File: config.mk
export PLATFORM = sky130hd
export DESIGN_NAME = run_control
export DESIGN_NICKNAME = d
export VERILOG_FILES = /design/src/rtl/run_control.sv
export SDC_FILE = /design/constraint.sdc
export NUM_CORES = 1
export LEC_CHECK = 0
export ABC_AREA = 1
export ABC_CLOCK_PERIOD_IN_PS = 2300
export BUFFER_PORTS_ARGS = -buffer_cell sky130_fd_sc_hd__buf_2
export CAP_MARGIN = 20
export CORE_UTILIZATION = 53
export DETAILED_ROUTE_END_ITERATION = 16
export GPL_ROUTABILITY_DRIVEN = 0
export GPL_TIMING_DRIVEN = 0
export HOLD_SLACK_MARGIN = 0.06
export PLACE_DENSITY = 0.85
export SYNTH_ARGS = -nofsm -noshare
export SYNTH_HDL_FRONTEND = slang
export SYNTH_SLANG_ARGS = --single-unit
File: constraint.sdc
create_clock -name clk -period 2.3 [get_ports clk]
set_clock_uncertainty 0.05 [all_clocks]
set_input_delay 0.69 -clock clk [delete_from_list [all_inputs] [get_ports clk]]
set_output_delay 0.69 -clock clk [all_outputs]
set_load 0.01 [all_outputs]
File: src/rtl/run_control.sv
// Run/step/halt sequencer for the nic8 core: drives the CPU register-load enable and counts retired cycles.
// Optional PC breakpoint logic is compiled in when the BREAKPOINT_EN macro is defined.
module run_control #(
  parameter int unsigned COUNT_W      = 16,
  parameter bit          RUN_AT_RESET = 1'b1
) (
  input  logic               clk,
  input  logic               reset,
  input  logic               cmd_valid,
  input  logic [1:0]         cmd_op,
  input  logic [COUNT_W-1:0] cmd_arg,
  output logic               cmd_ready,
  input  logic [7:0]         pc,
  input  logic [7:0]         bp_addr,
  input  logic               bp_arm,
  output logic               cpu_en,
  output logic [1:0]         state,
  output logic [1:0]         halt_cause,
  output logic [COUNT_W-1:0] retired
);

  localparam int unsigned OP_W = 2;

  typedef enum logic [1:0] {
    ST_HALTED   = 2'd0,
    ST_RUNNING  = 2'd1,
    ST_COUNTING = 2'd2
  } state_t;

  typedef enum logic [1:0] {
    HC_NONE       = 2'd0,
    HC_CMD        = 2'd1,
    HC_COUNT_DONE = 2'd2,
    HC_BREAKPOINT = 2'd3
  } cause_t;

  localparam logic [OP_W-1:0] OP_HALT  = OP_W'(0);
  localparam logic [OP_W-1:0] OP_RUN   = OP_W'(1);
  localparam logic [OP_W-1:0] OP_STEP  = OP_W'(2);
  localparam logic [OP_W-1:0] OP_RUN_N = OP_W'(3);

  localparam state_t RESET_STATE = RUN_AT_RESET ? ST_RUNNING : ST_HALTED;

  state_t               state_q, state_d;
  cause_t               cause_q, cause_d;
  logic [COUNT_W-1:0]   remaining_q, remaining_d;
  logic [COUNT_W-1:0]   retired_q;
  logic                 accept;
  logic                 bp_hit;
  logic                 last_count;

  assign cmd_ready = (state_q == ST_HALTED) || (cmd_op == OP_HALT);
  assign accept    = cmd_valid && cmd_ready;

`ifdef BREAKPOINT_EN
  logic skip_bp_q, skip_bp_d;

  // First cycle after resuming ignores a match so the breakpoint instruction itself can execute.
  assign bp_hit = bp_arm && (pc == bp_addr) && !skip_bp_q && (state_q != ST_HALTED);
  assign skip_bp_d = (state_q == ST_HALTED) && (state_d != ST_HALTED);

  always_ff @(posedge clk) begin
    if (reset) skip_bp_q <= 1'b0;
    else       skip_bp_q <= skip_bp_d;
  end
`else
  logic unused_bp;

  assign bp_hit    = 1'b0;
  assign unused_bp = ^{pc, bp_addr, bp_arm};
`endif

  // Enable depends only on registered state and pc; reset forces it low.
  assign cpu_en     = !reset && (state_q != ST_HALTED) && !bp_hit;
  assign last_count = (state_q == ST_COUNTING) && cpu_en && (remaining_q == COUNT_W'(1));

  // Next-state logic; halt cause priority is breakpoint, then count done, then command.
  always_comb begin
    state_d     = state_q;
    cause_d     = cause_q;
    remaining_d = remaining_q;
    unique case (state_q)
      ST_HALTED: begin
        if (accept) begin
          unique case (cmd_op)
            OP_RUN: state_d = ST_RUNNING;
            OP_STEP: begin
              state_d     = ST_COUNTING;
              remaining_d = COUNT_W'(1);
            end
            OP_RUN_N: begin
              if (cmd_arg != '0) begin
                state_d     = ST_COUNTING;
                remaining_d = cmd_arg;
              end else begin
                cause_d = HC_COUNT_DONE;
              end
            end
            default: ;
          endcase
        end
      end
      ST_RUNNING, ST_COUNTING: begin
        if ((state_q == ST_COUNTING) && cpu_en) remaining_d = remaining_q - COUNT_W'(1);
        if (bp_hit) begin
          state_d     = ST_HALTED;
          cause_d     = HC_BREAKPOINT;
          remaining_d = '0;
        end else if (last_count) begin
          state_d = ST_HALTED;
          cause_d = HC_COUNT_DONE;
        end else if (accept && (cmd_op == OP_HALT)) begin
          state_d = ST_HALTED;
          cause_d = HC_CMD;
        end
      end
      default: state_d = ST_HALTED;
    endcase
  end

  always_ff @(posedge clk) begin
    if (reset) begin
      state_q     <= RESET_STATE;
      cause_q     <= HC_NONE;
      remaining_q <= '0;
    end else begin
      state_q     <= state_d;
      cause_q     <= cause_d;
      remaining_q <= remaining_d;
    end
  end

  // Retired-cycle counter wraps naturally at its width.
  always_ff @(posedge clk) begin
    if (reset)       retired_q <= '0;
    else if (cpu_en) retired_q <= retired_q + COUNT_W'(1);
  end

  assign state      = state_q;
  assign halt_cause = cause_q;
  assign retired    = retired_q;

endmodule

==> run_summary.xml, run 1 <==
<?xml version="1.0" encoding="UTF-8"?>
<metrics>
  <group name="outcome">
    <metric name="status" unit="">finished clean</metric>
  </group>
  <group name="grt">
    <metric name="globalRouteTotalUtil" unit="">0.269</metric>
    <metric name="grt_pass1_wl" unit="um">9090</metric>
    <metric name="initial_antenna_violation_count" unit="">0</metric>
    <metric name="gr-total-overflow" unit="">0</metric>
    <metric name="grt_max_degree" unit="">13</metric>
    <metric name="vias_in_the_first_global_route" unit="">2152</metric>
  </group>
  <group name="pwr">
    <metric name="power" unit="mW">3.26</metric>
    <metric name="peakVddDrop" unit="V">0.000582</metric>
    <metric name="power_density" unit="nW/um2">1240</metric>
    <metric name="total_leakage_power" unit="nW">1.20</metric>
  </group>
  <group name="layout">
    <metric name="layout-area-overhead-vs-synth" unit="%">17.4</metric>
    <metric name="drive_above_1_share" unit="">0.180</metric>
    <metric name="final_util" unit="">0.652</metric>
    <metric name="antenna_cell_count" unit="">0</metric>
    <metric name="finish.net_count" unit="">450</metric>
  </group>
  <group name="clock_network">
    <metric name="cts_tree" unit="">built</metric>
    <metric name="htreeDepth" unit="">2</metric>
    <metric name="clockRootBuffer" unit="">sky130_fd_sc_hd__clkbuf_8</metric>
    <metric name="tritoncts_num_sinks" unit="">36</metric>
    <metric name="cts.clk_slew.worst_paths" unit="ns">0.08</metric>
    <metric name="worstSkewPairLatency" unit="ns">0.30</metric>
    <metric name="cts_buffers" unit="">5</metric>
    <metric name="max-clock-path-buffers" unit="">2</metric>
  </group>
  <group name="synthesis">
    <metric name="mappedNetlistNets" unit="">401</metric>
    <metric name="synth_instances" unit="">356</metric>
    <metric name="netlist.area_leader.share" unit="">0.322</metric>
    <metric name="syn-cell-area" unit="um2">2240</metric>
    <metric name="synthArstFlopShare" unit="">0</metric>
    <metric name="synth-seq-cells" unit="">36</metric>
    <metric name="yosys_most_used_dff" unit="">sky130_fd_sc_hd__dfxtp_1</metric>
    <metric name="post_synth_edffs" unit="">0</metric>
    <metric name="post_synth_num_cell_types" unit="">37</metric>
    <metric name="netlist_top_cells_count" unit="">91 x sky130_fd_sc_hd__nand2_1, 52 x sky130_fd_sc_hd__nor2_1, 37 x sky130_fd_sc_hd__inv_1</metric>
    <metric name="yosys_warnings" unit="">0</metric>
    <metric name="synthesis.area_per_instance" unit="um2">6.29</metric>
    <metric name="post-synth-top-count-cell" unit="">sky130_fd_sc_hd__nand2_1</metric>
    <metric name="ys_top_cells_by_area" unit="">sky130_fd_sc_hd__dfxtp_1 32%, sky130_fd_sc_hd__nand2_1 15%, sky130_fd_sc_hd__nor2_1 8.7%</metric>
    <metric name="synthDominantAreaCellType" unit="">sky130_fd_sc_hd__dfxtp_1</metric>
    <metric name="synth_seq_area_share" unit="">0.322</metric>
  </group>
  <group name="sta">
    <metric name="setup-violations-final" unit="">0</metric>
    <metric name="unrepaired_setup_endpoints_after_global_routing" unit="">no</metric>
    <metric name="layout_min_cycle_time" unit="ns">2.20</metric>
    <metric name="totalNegativeSetupSlack" unit="ns">0</metric>
    <metric name="finalMaxSlewViolations" unit="">0</metric>
    <metric name="slew_headroom" unit="">0.579</metric>
    <metric name="fin_crit_sh" unit="">0.958</metric>
    <metric name="max_clk_rate" unit="GHz">0.454</metric>
    <metric name="layout_setup_ws" unit="ns">0.0976</metric>
    <metric name="tightestPinTransition" unit="ns">0.629</metric>
    <metric name="final_hold_viol_count" unit="">0</metric>
  </group>
  <group name="floorplanning">
    <metric name="die-width" unit="um">67.0</metric>
    <metric name="initial_utilization" unit="">0.556</metric>
    <metric name="die-area" unit="um2">4490</metric>
    <metric name="floorplan.rows" unit="">23</metric>
    <metric name="core_region_area" unit="um2">4030</metric>
    <metric name="floorplan.die.height" unit="um">67.0</metric>
    <metric name="ios" unit="">60</metric>
  </group>
  <group name="min_path">
    <metric name="holdCritStartpoint" unit="">halt_cause[1]$_SDFFE_PP0P_</metric>
    <metric name="hold_path_depth" unit="">2</metric>
    <metric name="hold_end" unit="">halt_cause[1]$_SDFFE_PP0P_</metric>
    <metric name="hold_path.class" unit="">flop to flop</metric>
  </group>
  <group name="critical_path">
    <metric name="worst-r2r-cell-count" unit="">11</metric>
    <metric name="crit_top_cell" unit="">sky130_fd_sc_hd__inv_2</metric>
    <metric name="critPathCaptureType" unit="">output pin</metric>
    <metric name="worstPathMaxFanout" unit="">8</metric>
    <metric name="worstSetupStartpointType" unit="">flop</metric>
    <metric name="reg2reg_slack" unit="ns">0.18</metric>
    <metric name="critical_path_required" unit="ns">1.56</metric>
    <metric name="worst_path_class_setup" unit="">flop to output pin</metric>
    <metric name="critPathArrivalTime" unit="ns">1.46</metric>
    <metric name="critical-path-slowest-cell" unit="">sky130_fd_sc_hd__dfxtp_1</metric>
    <metric name="critical_path_cell_sequence" unit="">inv_1 &gt; ha_1 &gt; inv_2 &gt; nand2_4 &gt; inv_2 &gt; buf_2</metric>
    <metric name="worst_r2r_startpoint" unit="">state[0]$_SDFFE_PP1P_</metric>
    <metric name="worst_r2r_dst" unit="">remaining_q[2]$_SDFFE_PP0P_</metric>
    <metric name="crit_path_max_incr_delay" unit="ns">0.37</metric>
  </group>
  <group name="route">
    <metric name="drt-pass1-iter-count" unit="">5</metric>
    <metric name="final_antenna_net_count" unit="">0</metric>
    <metric name="drt-initial-drc-count" unit="">177</metric>
    <metric name="drt_wl_total" unit="um">5590</metric>
    <metric name="vias" unit="">2478</metric>
    <metric name="avgRoutedWirePerCell" unit="um">12.3</metric>
    <metric name="drt_drc_violations_left" unit="">0</metric>
    <metric name="routed_via_density" unit="">5.43</metric>
  </group>
  <group name="place">
    <metric name="io_buffers" unit="">42</metric>
    <metric name="dp_worst_setup_slack" unit="ns">0.153</metric>
    <metric name="dp_hpwl" unit="um">4000</metric>
  </group>
  <group name="job">
    <metric name="max_cap_viol_count" unit="">0</metric>
  </group>
</metrics>
==> logic make-up after synthesis <==
family,count (synthesis),synth area share
AOI/OAI and AO/OA,67,0.158
xor gates and xnor gates,7,0.0274
adders and majority gates,7,0.0391
and+or+nand+nor,189,0.364
DFF,36,0.322
buffers and inverters,50,0.0905
==> cells in the final DEF (no fill, tap or decap), drive strengths merged, types with 3 or more instances in the layout <==
cell,count
nor3,8
buf,46
nand3,21
xor2,5
a21oi,33
nor2,58
clkbuf,9
o21ai,28
dfxtp,36
or2,3
ha,7
inv,41
nand2,93
nand4,4
==> power breakdown <==
group          switching [mW]  leakage, nW  total, mW  internal [mW]
clock                   0.248       0.0541      0.569          0.321
sequential              0.135        0.294      0.894          0.759
combinational            1.15        0.850       1.79          0.640
==> critical path, delay by kind of cell, from the launching register on <==
kind	cells	cell delay [ns]
fa+ha+maj	1	0.24
flops	1	0.37
buf+inv	4	0.46
simple gates	1	0.10
==> cell type report <==
cell class              count  area [um2]
fillers                   404        1400
flip-flops and latches     36         722
plain buffers               8        42.5
inverters                  42         164
clock inverters             3        42.5
clock buffers               5        68.8
repair buffers             42         210
multi-input cells         270        1320
well taps                  50        62.6
==> per-layer routing <==
| metal | global-route usage | wire length (um) | up-vias |
|---|---|---|---|
| met5 | 0 | 0 | - |
| met4 | 0.136 | 167 | 0 |
| met3 | 0.0565 | 393 | 24 |
| met2 | 0.460 | 2660 | 110 |
| met1 | 0.313 | 2360 | 1099 |
| li1 | - | - | 1245 |
==> registers in the layout, summed over array words and instances (netlist names) <==
register	count
state	2
retired	16
remaining_q	16
halt_cause	2
==> what timing repair did <==
action,CTS,global route
setup buffers,0,0
setup endpoints to repair,0,10
hold buffers,0,0
gates resized for setup,0,2
==> stage by stage <==
| step | hold WS (ns) | cell area [um2] | std cells |
|---|---|---|---|
| after global placement | 0.395 | 2510 | 448 |
| final | 0.414 | 2630 | 456 |
| after floorplan | 0.411 | 2240 | 356 |
| after global routing | 0.441 | 2630 | 456 |
| after detailed placement | 0.411 | 2510 | 448 |
| after CTS | 0.419 | 2620 | 456 |
==> how the worst max path moves through the flow <==
stage,depth (start not counted),from,slack (ns),end
after global routing,6,state[0]$_SDFFE_PP1P_,0.02,cpu_en
final,6,state[0]$_SDFFE_PP1P_,0.1,cpu_en
after CTS,6,state[1]$_SDFFE_PP0P_,0.11,cpu_en
after detailed placement,11,state[1]$_SDFFE_PP0P_,0.15,remaining_q[2]$_SDFFE_PP0P_
after floorplan,11,state[1]$_SDFFE_PP0P_,0.44,remaining_q[2]$_SDFFE_PP0P_
after global placement,11,state[1]$_SDFFE_PP0P_,0.20,remaining_q[2]$_SDFFE_PP0P_
Power figures use the tool's default switching activity.
==> run 2: changes to the inputs <==
Settings changed: ABC_CLOCK_PERIOD_IN_PS 2300 to 2020, CORE_UTILIZATION 53 to 48, GPL_TIMING_DRIVEN 0 to unset, PLACE_DENSITY 0.85 to 0.82.
Clock period 2.3 ns to 2.02 ns, I/O delays scaled along.
==> run 2 against run 1 <==
  * Utilization is 4.7 points lower
  * Largest power group unchanged
  * Clock power up 13%
  * Critical path depth did not move
  * Non-clock buffer count up 3
  * Combinational power grew 14%
  * Final cell count is 1.1% higher
  * Highest routed layer unchanged
  * Cell area rose by 1.6%
  * Routed wire length fell by 2.2%
==> run_summary.xml, run 2 (synthesis results as in run 1) <==
<?xml version="1.0" encoding="UTF-8"?>
<metrics>
  <group name="layout">
    <metric name="antenna_cell_count" unit="">0</metric>
    <metric name="layout-area-overhead-vs-synth" unit="%">19.3</metric>
    <metric name="final_util" unit="">0.605</metric>
    <metric name="finish.net_count" unit="">453</metric>
    <metric name="leading_cell_type_in_the_layout_fill_and_taps_excluded" unit="">sky130_fd_sc_hd__nand2_1</metric>
    <metric name="leading_cell_types_in_the_layout_fill_and_taps_excluded" unit="">91 x sky130_fd_sc_hd__nand2_1, 52 x sky130_fd_sc_hd__nor2_1, 42 x sky130_fd_sc_hd__buf_2, 36 x sky130_fd_sc_hd__inv_1, 34 x sky130_fd_sc_hd__dfxtp_1</metric>
    <metric name="drive_above_1_share" unit="">0.200</metric>
  </group>
  <group name="clock_network">
    <metric name="max-clock-path-buffers" unit="">2</metric>
    <metric name="cts_tree" unit="">built</metric>
    <metric name="tritoncts_num_sinks" unit="">36</metric>
    <metric name="htreeDepth" unit="">2</metric>
    <metric name="clockRootBuffer" unit="">sky130_fd_sc_hd__clkbuf_8</metric>
    <metric name="cts_buffers" unit="">5</metric>
    <metric name="cts.clk_slew.worst_paths" unit="ns">0.08</metric>
    <metric name="cts_hold_buffers" unit="">0</metric>
    <metric name="post_cts.repair.setup_buffers" unit="">0</metric>
    <metric name="worstSkewPairLatency" unit="ns">0.29</metric>
  </group>
  <group name="critical_path">
    <metric name="critPathCaptureType" unit="">output pin</metric>
    <metric name="crit_top_cell" unit="">sky130_fd_sc_hd__inv_2</metric>
    <metric name="critPathArrivalTime" unit="ns">1.29</metric>
    <metric name="critical_path_cell_sequence" unit="">inv_1 &gt; ha_1 &gt; inv_2 &gt; nand2_4 &gt; inv_2 &gt; buf_2</metric>
    <metric name="worst_path_class_setup" unit="">flop to output pin</metric>
    <metric name="worstSetupStartpointType" unit="">flop</metric>
    <metric name="critical_path_required" unit="ns">1.36</metric>
    <metric name="critPathBufInv" unit="">4</metric>
    <metric name="critical-path-slowest-cell" unit="">sky130_fd_sc_hd__dfxtp_4</metric>
    <metric name="cp_top_family" unit="">flip-flops</metric>
    <metric name="worstPathMaxFanout" unit="">5</metric>
    <metric name="crit_path_max_incr_delay" unit="ns">0.36</metric>
  </group>
  <group name="grt">
    <metric name="globalRouteTotalUtil" unit="">0.232</metric>
    <metric name="vias_in_the_first_global_route" unit="">2165</metric>
    <metric name="initial_antenna_violation_count" unit="">0</metric>
    <metric name="gr-total-overflow" unit="">0</metric>
    <metric name="grt_max_degree" unit="">24</metric>
    <metric name="grt_pass1_wl" unit="um">9290</metric>
  </group>
  <group name="min_path">
    <metric name="hold_path.class" unit="">flop to flop</metric>
  </group>
  <group name="floorplanning">
    <metric name="initial_utilization" unit="">0.507</metric>
    <metric name="core_region_area" unit="um2">4410</metric>
    <metric name="floorplan.die.height" unit="um">70.3</metric>
    <metric name="die-width" unit="um">70.3</metric>
    <metric name="ios" unit="">60</metric>
    <metric name="die-area" unit="um2">4940</metric>
    <metric name="floorplan.rows" unit="">24</metric>
  </group>
  <group name="sta">
    <metric name="unrepaired_setup_endpoints_after_global_routing" unit="">no</metric>
    <metric name="layout_min_cycle_time" unit="ns">1.94</metric>
    <metric name="hold-worst-slack" unit="ns">0.416</metric>
    <metric name="final_hold_viol_count" unit="">0</metric>
    <metric name="totalNegativeSetupSlack" unit="ns">0</metric>
    <metric name="max_clk_rate" unit="GHz">0.514</metric>
    <metric name="slew_headroom" unit="">0.758</metric>
    <metric name="tightestPinTransition" unit="ns">0.360</metric>
    <metric name="setup-violations-final" unit="">0</metric>
    <metric name="finalMaxSlewViolations" unit="">0</metric>
    <metric name="fin_crit_sh" unit="">0.963</metric>
  </group>
  <group name="pwr">
    <metric name="total_leakage_power" unit="nW">1.23</metric>
    <metric name="power.net_switching" unit="mW">1.70</metric>
    <metric name="internal-power" unit="mW">2.00</metric>
    <metric name="power_density" unit="nW/um2">1390</metric>
    <metric name="seq_power_share" unit="">0.276</metric>
    <metric name="proportion_of_total_power_due_to_net_switching" unit="">0.460</metric>
    <metric name="combPwrFrac" unit="">0.551</metric>
    <metric name="peakVddDrop" unit="V">0.000512</metric>
    <metric name="power" unit="mW">3.71</metric>
    <metric name="clockPowerShare" unit="">0.173</metric>
  </group>
  <group name="route">
    <metric name="drt_wl_total" unit="um">5460</metric>
    <metric name="vias" unit="">2402</metric>
    <metric name="routed_via_density" unit="">5.21</metric>
    <metric name="final_antenna_net_count" unit="">0</metric>
    <metric name="drt_drc_violations_left" unit="">0</metric>
    <metric name="drt-initial-drc-count" unit="">178</metric>
    <metric name="drt-pass1-iter-count" unit="">5</metric>
    <metric name="avgRoutedWirePerCell" unit="um">11.9</metric>
  </group>
  <group name="place">
    <metric name="io_buffers" unit="">42</metric>
    <metric name="dp_hpwl" unit="um">4020</metric>
  </group>
  <group name="outcome">
    <metric name="status" unit="">finished clean</metric>
  </group>
  <group name="job">
    <metric name="max_cap_viol_count" unit="">0</metric>
  </group>
</metrics>
-- run 2: cell types whose count changed in the layout (fill, tap and decap cells not counted), sizes merged --
cell and delta:
buf +7, clkbuf -4, clkinv +1, clkinvlp -1
-- run 2: metrics by stage --
| step | setup WS (ns) | instance area, um2 | std cells |
|---|---|---|---|
| floorplan | 0.161 | 2240 | 356 |
| global placement | 0.141 | 2550 | 453 |
| detailed placement | 0.101 | 2550 | 453 |
| CTS | 0.00408 | 2670 | 461 |
| global route | 0.000350 | 2670 | 461 |
| finish | 0.0754 | 2670 | 461 |
-- run 2: power groups by stage --
stage	sequential [mW]	combinational, mW	clock, mW
5_1_grt	1.05	2.31	0.691
6_report	1.02	2.04	0.643
3_5_place_dp	1.02	2.00	0
4_1_cts	1.01	2.02	0.657
3_3_place_gp	1.02	1.94	0
2_1_floorplan	1.02	1.53	0
-- run 2: final cells by class --
cell class | instances | area (um2)
clock inverter | 3 | 42.5
sequential | 36 | 726
clock buffer | 5 | 68.8
multi-input combinational | 270 | 1320
tap | 52 | 65.1
timing repair buffer | 53 | 293
fill | 411 | 1740
inverter | 42 | 160
-- run 2: worst reg2reg max path: cells and delay by family (launching register included) --
kind / cells / cell delay, ns
buf+inv: 3 / 0.46
fa+ha+maj: 1 / 0.30
simple gates: 1 / 0.29
flops: 1 / 0.36
compound gates: 2 / 0.28
-- run 2: layer usage --
| metal | routed length, um | up-vias | track usage |
|---|---|---|---|
| met5 | 0 | - | 0 |
| met4 | 50 | 0 | 0.0644 |
| met3 | 323 | 8 | 0.0563 |
| met2 | 2570 | 84 | 0.389 |
| met1 | 2520 | 1055 | 0.294 |
| li1 | - | 1255 | - |
-- run 2: worst paths after layout --
path / endpoint / from / slack, ns / depth (start not counted)
max: cpu_en / state[0]$_SDFFE_PP1P_ / 0.08 / 6
min reg2reg: retired[10]$_SDFFE_PP0N_ / retired[10]$_SDFFE_PP0N_ / 0.42 / 2
max reg2reg: remaining_q[9]$_SDFFE_PP0P_ / state[0]$_SDFFE_PP1P_ / 0.22 / 7
min: retired[10]$_SDFFE_PP0N_ / retired[10]$_SDFFE_PP0N_ / 0.42 / 2
-- run 2: what timing repair did --
| action | 4_1_cts | 5_1_grt |
|---|---|---|
| setup endpoints to repair | 1 | 6 |
| resized for setup | 1 | 3 |
| gates cloned | 0 | 0 |
